==> config.mk <==
export PLATFORM = sky130hd
export DESIGN_NAME = inst_fetch_ctrl
export DESIGN_NICKNAME = d
export VERILOG_FILES = /design/src/rtl/inst_fetch_ctrl.sv
export SDC_FILE = /design/constraint.sdc
export NUM_CORES = 1
export LEC_CHECK = 0
export ABC_AREA = 0
export CELL_PAD_IN_SITES_DETAIL_PLACEMENT = 1
export CELL_PAD_IN_SITES_GLOBAL_PLACEMENT = 2
export CORE_ASPECT_RATIO = 1.1
export CORE_MARGIN = 3
export CORE_UTILIZATION = 24
export DETAILED_ROUTE_END_ITERATION = 10
export PLACE_DENSITY = 0.8
export REMOVE_ABC_BUFFERS = 1
export SLEW_MARGIN = 20
export SYNTH_ARGS = -nofsm -noshare
export SYNTH_HDL_FRONTEND = slang
export SYNTH_SLANG_ARGS = --single-unit
==> constraint.sdc <==
create_clock -name Clk -period 2.9 [get_ports Clk]
set_clock_uncertainty 0.2 [all_clocks]
set_input_delay 0.435 -clock Clk [delete_from_list [all_inputs] [get_ports Clk]]
set_output_delay 0.435 -clock Clk [all_outputs]
set_load 0.02 [all_outputs]
==> src/rtl/inst_fetch_ctrl.sv <==
// Instruction fetch sequencer: debounced single-step or timed auto-step, a
// synchronous-ROM wait, then IR latch and PC advance.
module inst_fetch_ctrl #(
  parameter int DEB_CYCLES = 20,
  parameter int ROM_LAT    = 1,
  parameter int ADDR_W     = 6,
  parameter int RUN_DIV    = 16
) (
  input  logic              Clk,
  input  logic              Rst,
  input  logic              Step,
  input  logic              Run,
  input  logic [31:0]       Rom_data,
  output logic [ADDR_W-1:0] Rom_addr,
  output logic [31:0]       PC,
  output logic [31:0]       IR,
  output logic              IR_valid,
  output logic              Busy,
  output logic [15:0]       Fetch_cnt
);

  localparam int DW = $clog2(DEB_CYCLES + 1);
  localparam int RW = $clog2(RUN_DIV);

  typedef enum logic [1:0] {IDLE, FETCH, LATCH} state_t;

  state_t            state;
  logic              sync1, sync2, deb;
  logic [DW-1:0]     deb_cnt;
  logic [RW-1:0]     div_cnt;
  logic [2:0]        wait_cnt;
  logic [ADDR_W-1:0] pc_word;
  logic              deb_done, press, tick, start;

  // The press pulse coincides with the edge that flips the debounced level,
  // so the fetch starts in the same cycle the new level is accepted.
  assign deb_done = (sync2 != deb) && (deb_cnt == DW'(DEB_CYCLES - 1));
  assign press    = deb_done && sync2;
  assign tick     = Run && (div_cnt == RW'(RUN_DIV - 1));
  assign start    = Run ? tick : press;

  assign Rom_addr = pc_word;
  assign PC       = {{(30 - ADDR_W){1'b0}}, pc_word, 2'b00};

  always_ff @(posedge Clk) begin
    if (Rst) begin
      sync1   <= 1'b0;
      sync2   <= 1'b0;
      deb     <= 1'b0;
      deb_cnt <= '0;
    end else begin
      sync1 <= Step;
      sync2 <= sync1;
      if (sync2 == deb) begin
        deb_cnt <= '0;
      end else if (deb_done) begin
        deb     <= sync2;
        deb_cnt <= '0;
      end else begin
        deb_cnt <= deb_cnt + 1'b1;
      end
    end
  end

  always_ff @(posedge Clk) begin
    if (Rst || !Run) div_cnt <= '0;
    else if (tick)   div_cnt <= '0;
    else             div_cnt <= div_cnt + 1'b1;
  end

  always_ff @(posedge Clk) begin
    if (Rst) begin
      state     <= IDLE;
      wait_cnt  <= '0;
      pc_word   <= '0;
      IR        <= '0;
      IR_valid  <= 1'b0;
      Busy      <= 1'b0;
      Fetch_cnt <= '0;
    end else begin
      IR_valid <= 1'b0;
      case (state)
        IDLE: begin
          if (start) begin
            state    <= FETCH;
            Busy     <= 1'b1;
            wait_cnt <= 3'(ROM_LAT);
          end
        end
        FETCH: begin
          wait_cnt <= wait_cnt - 1'b1;
          if (wait_cnt == 3'd1) state <= LATCH;
        end
        LATCH: begin
          IR       <= Rom_data;
          IR_valid <= 1'b1;
          pc_word  <= pc_word + 1'b1;
          if (Fetch_cnt != 16'hFFFF) Fetch_cnt <= Fetch_cnt + 1'b1;
          Busy     <= 1'b0;
          state    <= IDLE;
        end
        default: begin
          state <= IDLE;
          Busy  <= 1'b0;
        end
      endcase
    end
  end

endmodule

## Word level (Yosys, flattened, before mapping)

Index checks and enable logic that the tools add are counted.

| word-level totals | value |
|---|---|
| bits in registers | 73 |
| bits of input ports | 36 |
| word-level logic and storage cells | 52 |

| cells by class | value |
|---|---|
| $add $sub $neg | 5 |
| equal/unequal tests | 10 |
| multiplexer cells | 9 |
| reduce and logical (&&, ||, !) cells | 14 |
| bitwise gates (word level) | 2 |

Operators with widths:

| operator | count |
|---|---|
| $add 16x1->16 const B | 1 |
| $ne 16x16->1 const B | 1 |
| $reduce_and 2->1 | 5 |
| $add 6x1->6 const B | 1 |
| $pmux 3 s2 | 1 |
| $add 5x1->5 const B | 1 |
| $eq 5x5->1 const B | 1 |
| $add 4x1->4 const B | 1 |
| $eq 4x4->1 const B | 1 |
| $mux 2 | 2 |
| $ne 2x2->1 const B | 2 |
| $pmux 2 s2 | 1 |
| $eq 3x1->1 const B | 1 |
| $logic_and 1x1->1 | 3 |
| $mux 1 | 3 |
| $mux 3 | 1 |
| $reduce_or 3->1 | 1 |
| $sub 3x1->3 const B | 1 |
| $eq 2x1->1 const B | 1 |
| $eq 2x2->1 const B | 1 |
| $logic_not 2->1 | 1 |
| $not 1->1 | 2 |
| $pmux 1 s2 | 1 |
| $reduce_bool 2->1 | 1 |
| 5 further kinds | 5 |

## Depth between registers and ports, before layout

| depth | value |
|---|---|
| depth after elaboration | 6 |
| mapped depth | 6 |
| mapped depth without buffers | 5 |

## Least setup slack after synthesis

Ideal clock, no wire load.

| path | value |
|---|---|
| kind | reg-to-reg |
| from | register Fetch_cnt[0] |
| to | register Fetch_cnt[10] |
| arrival | 1.889 ns |
| required time | 2.630 ns |
| path slack | 0.741 ns |
| buffers on the path | 1 |
| cell stages (with the launch flop) | 7 |
| setup time | 0.070 ns |
| cells stage by stage | dfxtp_1 ha_1 nand4_2 or3_1 clkbuf_1 or4_1 a21oi_1 |

| on the way | value |
|---|---|
| longest elaborated chain between the ends | 2 |

Ends and longest elaborated chain:

| element | line | RTL |
|---|---|---|
| start, declared | 19 | `output logic [15:0] Fetch_cnt` |
| start signal, assigned | 98 | `if (Fetch_cnt != 16'hFFFF) Fetch_cnt <= Fetch_cnt + 1'b1;` |
| branches (longest 2 deep; another with $add 16x1->16) | -- |  |

Parallel ways; which one is timed is not known.
A chain may end at the register's enable or synchronous reset.

## Worst setup path after layout

Ends and elaborated chain as after synthesis.

==> metrics.md <==
| Metric | Value |
|---|---|
| Status | complete, no violations |
| Layout cell share with drive strength beyond 1 | 5.63% |
| Synth top area cells | dfxtp_1, nand2_1, a21oi_1 |
| Clk slew on worst S/H paths | 0.06 ns |
| Setup CP Type | register to register |
| # port buffers | 97 |
| Routability congestion estimate | 0.729 |
| CTS tree | yes |
| Clock share of power | 52.5% |
| Final Hold Viols | 0 |
| Peak VDD IR | 0.000285 V |
| Die W | 115 um |
| Hold_sp | sync1 |
| Inst Count DP | 600 |
| Pleak | 1.53 nW |
| PD cells | 529 mW/mm^2 |
| Worst Hold Class | register to register |
| Sw power | 0.000494 W |
| Post-synth ARST share | 0% |
| Final setup fails | 0 |
| Die area | 0.0144 sq mm |
| Post-synth top area cell | dfxtp_1 |
| Initial core utilization | 25.2% |
| Mux contribution to synthesized area | 1.01% |
| FF-to-FF End | Fetch_cnt[10] |
| Vias in the first global route | 2846 |
| Global Route Usage Sum | 12.1% |
| Ys flop type | dfxtp_1 |
| Sequential area share after synthesis | 47.0% |
| DRT Pass-1 Iters | 4 |
| Internal power component | 0.00185 W |
| Xor/xnor cell area share of the yosys netlist | 3.10% |
| RSZ-0062 raised after global routing | false |
| Worst Path Buf+Inv | 0 |
| Critical-path cell list | ha_1 -> nand4_2 -> or3_1 -> or4_1 -> a21oi_1 |
| Postcts setup bufs | 0 |
| Cells after synthesis | 370 |
| Critical path data arrival time | 2.22 ns |
| Residual DRC | 0 |
| Fmax achieved | 463 MHz |
| Slowest Stage Delay on Critical Path | 0.49 ns |
| Startpoint types | register |
| Clock buffer depth | 2 |
| First-pass GRT wire length | 13900 um |
| Tot Pwr | 0.00235 W |
| Reg2Reg Launch Point | Fetch_cnt[0] |
| Nets | 499 |
| CP endpoint kind | register |
| Pin count of the biggest net entering global routing | 46 |
| Power share of the sequential group | 43.0% |
| Distinct cells, synth | 38 |
| Post-Syn Area | 0.00311 sq mm |
| Fin. max-slew vios | 0 |
| Reg2reg path depth | 5 |
| Synth Area in Simple Gates | 22.6% |
| R2R Setup Slk | 0.74 ns |
| Ys Warns | 0 |
| Hold path depth | 1 |
| Vias per cell | 4.55 |
| Hold EP | sync2 |
| Num CTS Buffers | 9 |
| Adder-cell share of the synthesized area | 2.41% |
| Seq cells post-synth | 73 |
| Gr ovfl total | 0 |
| Routed Antenna Nets | 0 |
| Min cycle time layout | 2.16 ns |
| Core Rows | 42 |
| Max-cap violation count | 0 |
| Req. time, crit path | 2.96 ns |
| Placed standard-cell area | 0.00410 sq mm |
| H-tree levels | 3 |
| Number of flops mapped to enable cells by yosys | 0 |
| Post-DP HPWL | 5980 um |
| Antenna cells | 0 |
| Clock Sinks | 73 |
| Final Core Density | 35.9% |
| Design area | 0.00443 sq mm |
| Worst-Margin Slew | 0.680 ns |
| Placeable Area | 0.0123 sq mm |
| Routed wire length | 8540 um |
| Logic pwr share | 4.5% |
| Final Non-Filler Cells | 616 |
| Area delta synth->final | 42.6% |
| Worst skew pair latency | 0.34 ns |
| DR iter-0 viols | 93 |
| Vias | 2801 |
| Avg Inst Size Synth | 8.40 sq um |
| Initial antenna violation count | 0 |
| Sw frac | 21.1% |
| Final Cycle Share | 74.5% |
| Root Driver | clkbuf_16 |
| Worst-path fanout max | 8 |
| Hold_buf cts | 0 |
| Post-CTS sizing | 0 |
| Post-DR wirelength/cell | 13.9 um |
| Die Y-Extent | 125 um |
| Top delay family on crit path | simple AND/OR/NAND/NOR gates |
| Max-slew headroom | 54.3% |
| Synth Area in Compound Gates | 12.8% |
| Largest family of logic cells by synthesized area | simple AND/OR/NAND/NOR gates |
| Area share of the largest cell type after synthesis | 47.0% |
| Slowest-stage cell, CP | or3_1 |
| Ports | 124 |
## layout make-up
type,count,area (sq um)
repair buffers,101,1010
fillers,1433,7920
well taps,154,193
flip-flops and latches,73,1460
clock inverters,5,77.6
clock buffers,11,253
inverters,8,30.0
multi-input cells,264,1410
## power groups by stage
stage          registers [W]  clock network, W  logic (W)
2_1_floorplan        0.00103                 0  0.0000378
3_3_place_gp         0.00103                 0   0.000105
3_5_place_dp         0.00103                 0   0.000106
4_1_cts              0.00101           0.00126   0.000106
5_1_grt              0.00101           0.00131   0.000115
6_report             0.00101           0.00123   0.000105
## cell families after synthesis
family | Yosys count
AND/OR/NAND/NOR | 148
flip-flops | 73
AO/OA/AOI/OAI | 70
buffers and inverters | 58
XOR/XNOR | 11
adder cells (fa/ha/maj) | 6
multiplexers | 3
other | 1
## metrics by stage
| step | TNS [ns] | worst slack, ns | hold slack, ns |
|---|---|---|---|
| after floorplan | -2.05 | -0.528 | 0.214 |
| final | 0 | 0.740 | 0.237 |
| after detailed placement | 0 | 0.781 | 0.233 |
| after CTS | 0 | 0.719 | 0.246 |
| after global placement | 0 | 0.825 | 0.229 |
| after global routing | 0 | 0.534 | 0.269 |
## layer usage
layer	track usage (%)	vias up	routed length [um]
met5	0	-	0
met4	5.59	0	170
met3	4.35	11	688
met2	19.7	85	4120
met1	14.1	1335	3560
li1	-	1370	-
## placed cells by master, fill, tap and decap left out, drive strengths merged, types with 2 or more instances in the layout
cell type,count
o32ai,2
and4,3
nor3,5
nand2,73
or4,6
nand3b,3
a21oi,49
and3,2
ha,6
bufinv,2
inv,8
o21ai,6
conb,26
nor2b,4
nand4,7
clkbuf,11
nor2,22
xnor2,4
xor2,7
buf,5
or3,8
nand3,8
o31ai,6
mux2i,2
clkinv,2
o21a,2
dfxtp,73
nand2b,4
clkdlybuf4s50,96
## state kept, by name, indices dropped and copies added (netlist names), 2 cells and up
name,cells
state,2
Fetch_cnt,16
IR,32
deb_cnt,5
div_cnt,4
Rom_addr,6
wait_cnt,3
## synthesized netlist by cell type, types with 2 or more instances
library cell / instances
dfxtp_1: 73
nand2_1: 73
a21oi_1: 49
buf_4: 32
nor2_1: 22
clkbuf_1: 11
inv_1: 8
nand3_1: 8
or3_1: 8
xor2_1: 7
ha_1: 6
nand4_1: 6
o21ai_0: 6
o31ai_1: 6
or4_1: 6
nor3_1: 5
buf_1: 4
nand2b_1: 4
nor2b_1: 4
xnor2_1: 4
and4_1: 3
buf_2: 3
nand3b_1: 3
and3_1: 2
mux2i_1: 2
o21a_1: 2
o32ai_1: 2
## worst max path at each step
stage	to	cells past startpoint	slack [ns]	from
after global placement	Fetch_cnt[12]	5	0.82	Fetch_cnt[0]
after CTS	Fetch_cnt[10]	5	0.72	Fetch_cnt[0]
after detailed placement	Fetch_cnt[12]	5	0.78	Fetch_cnt[0]
after global routing	Fetch_cnt[10]	5	0.53	Fetch_cnt[0]
after floorplan	Fetch_cnt[11]	4	-0.53	state[1]
final	Fetch_cnt[10]	5	0.74	Fetch_cnt[0]
Power figures use the tool's default switching activity.
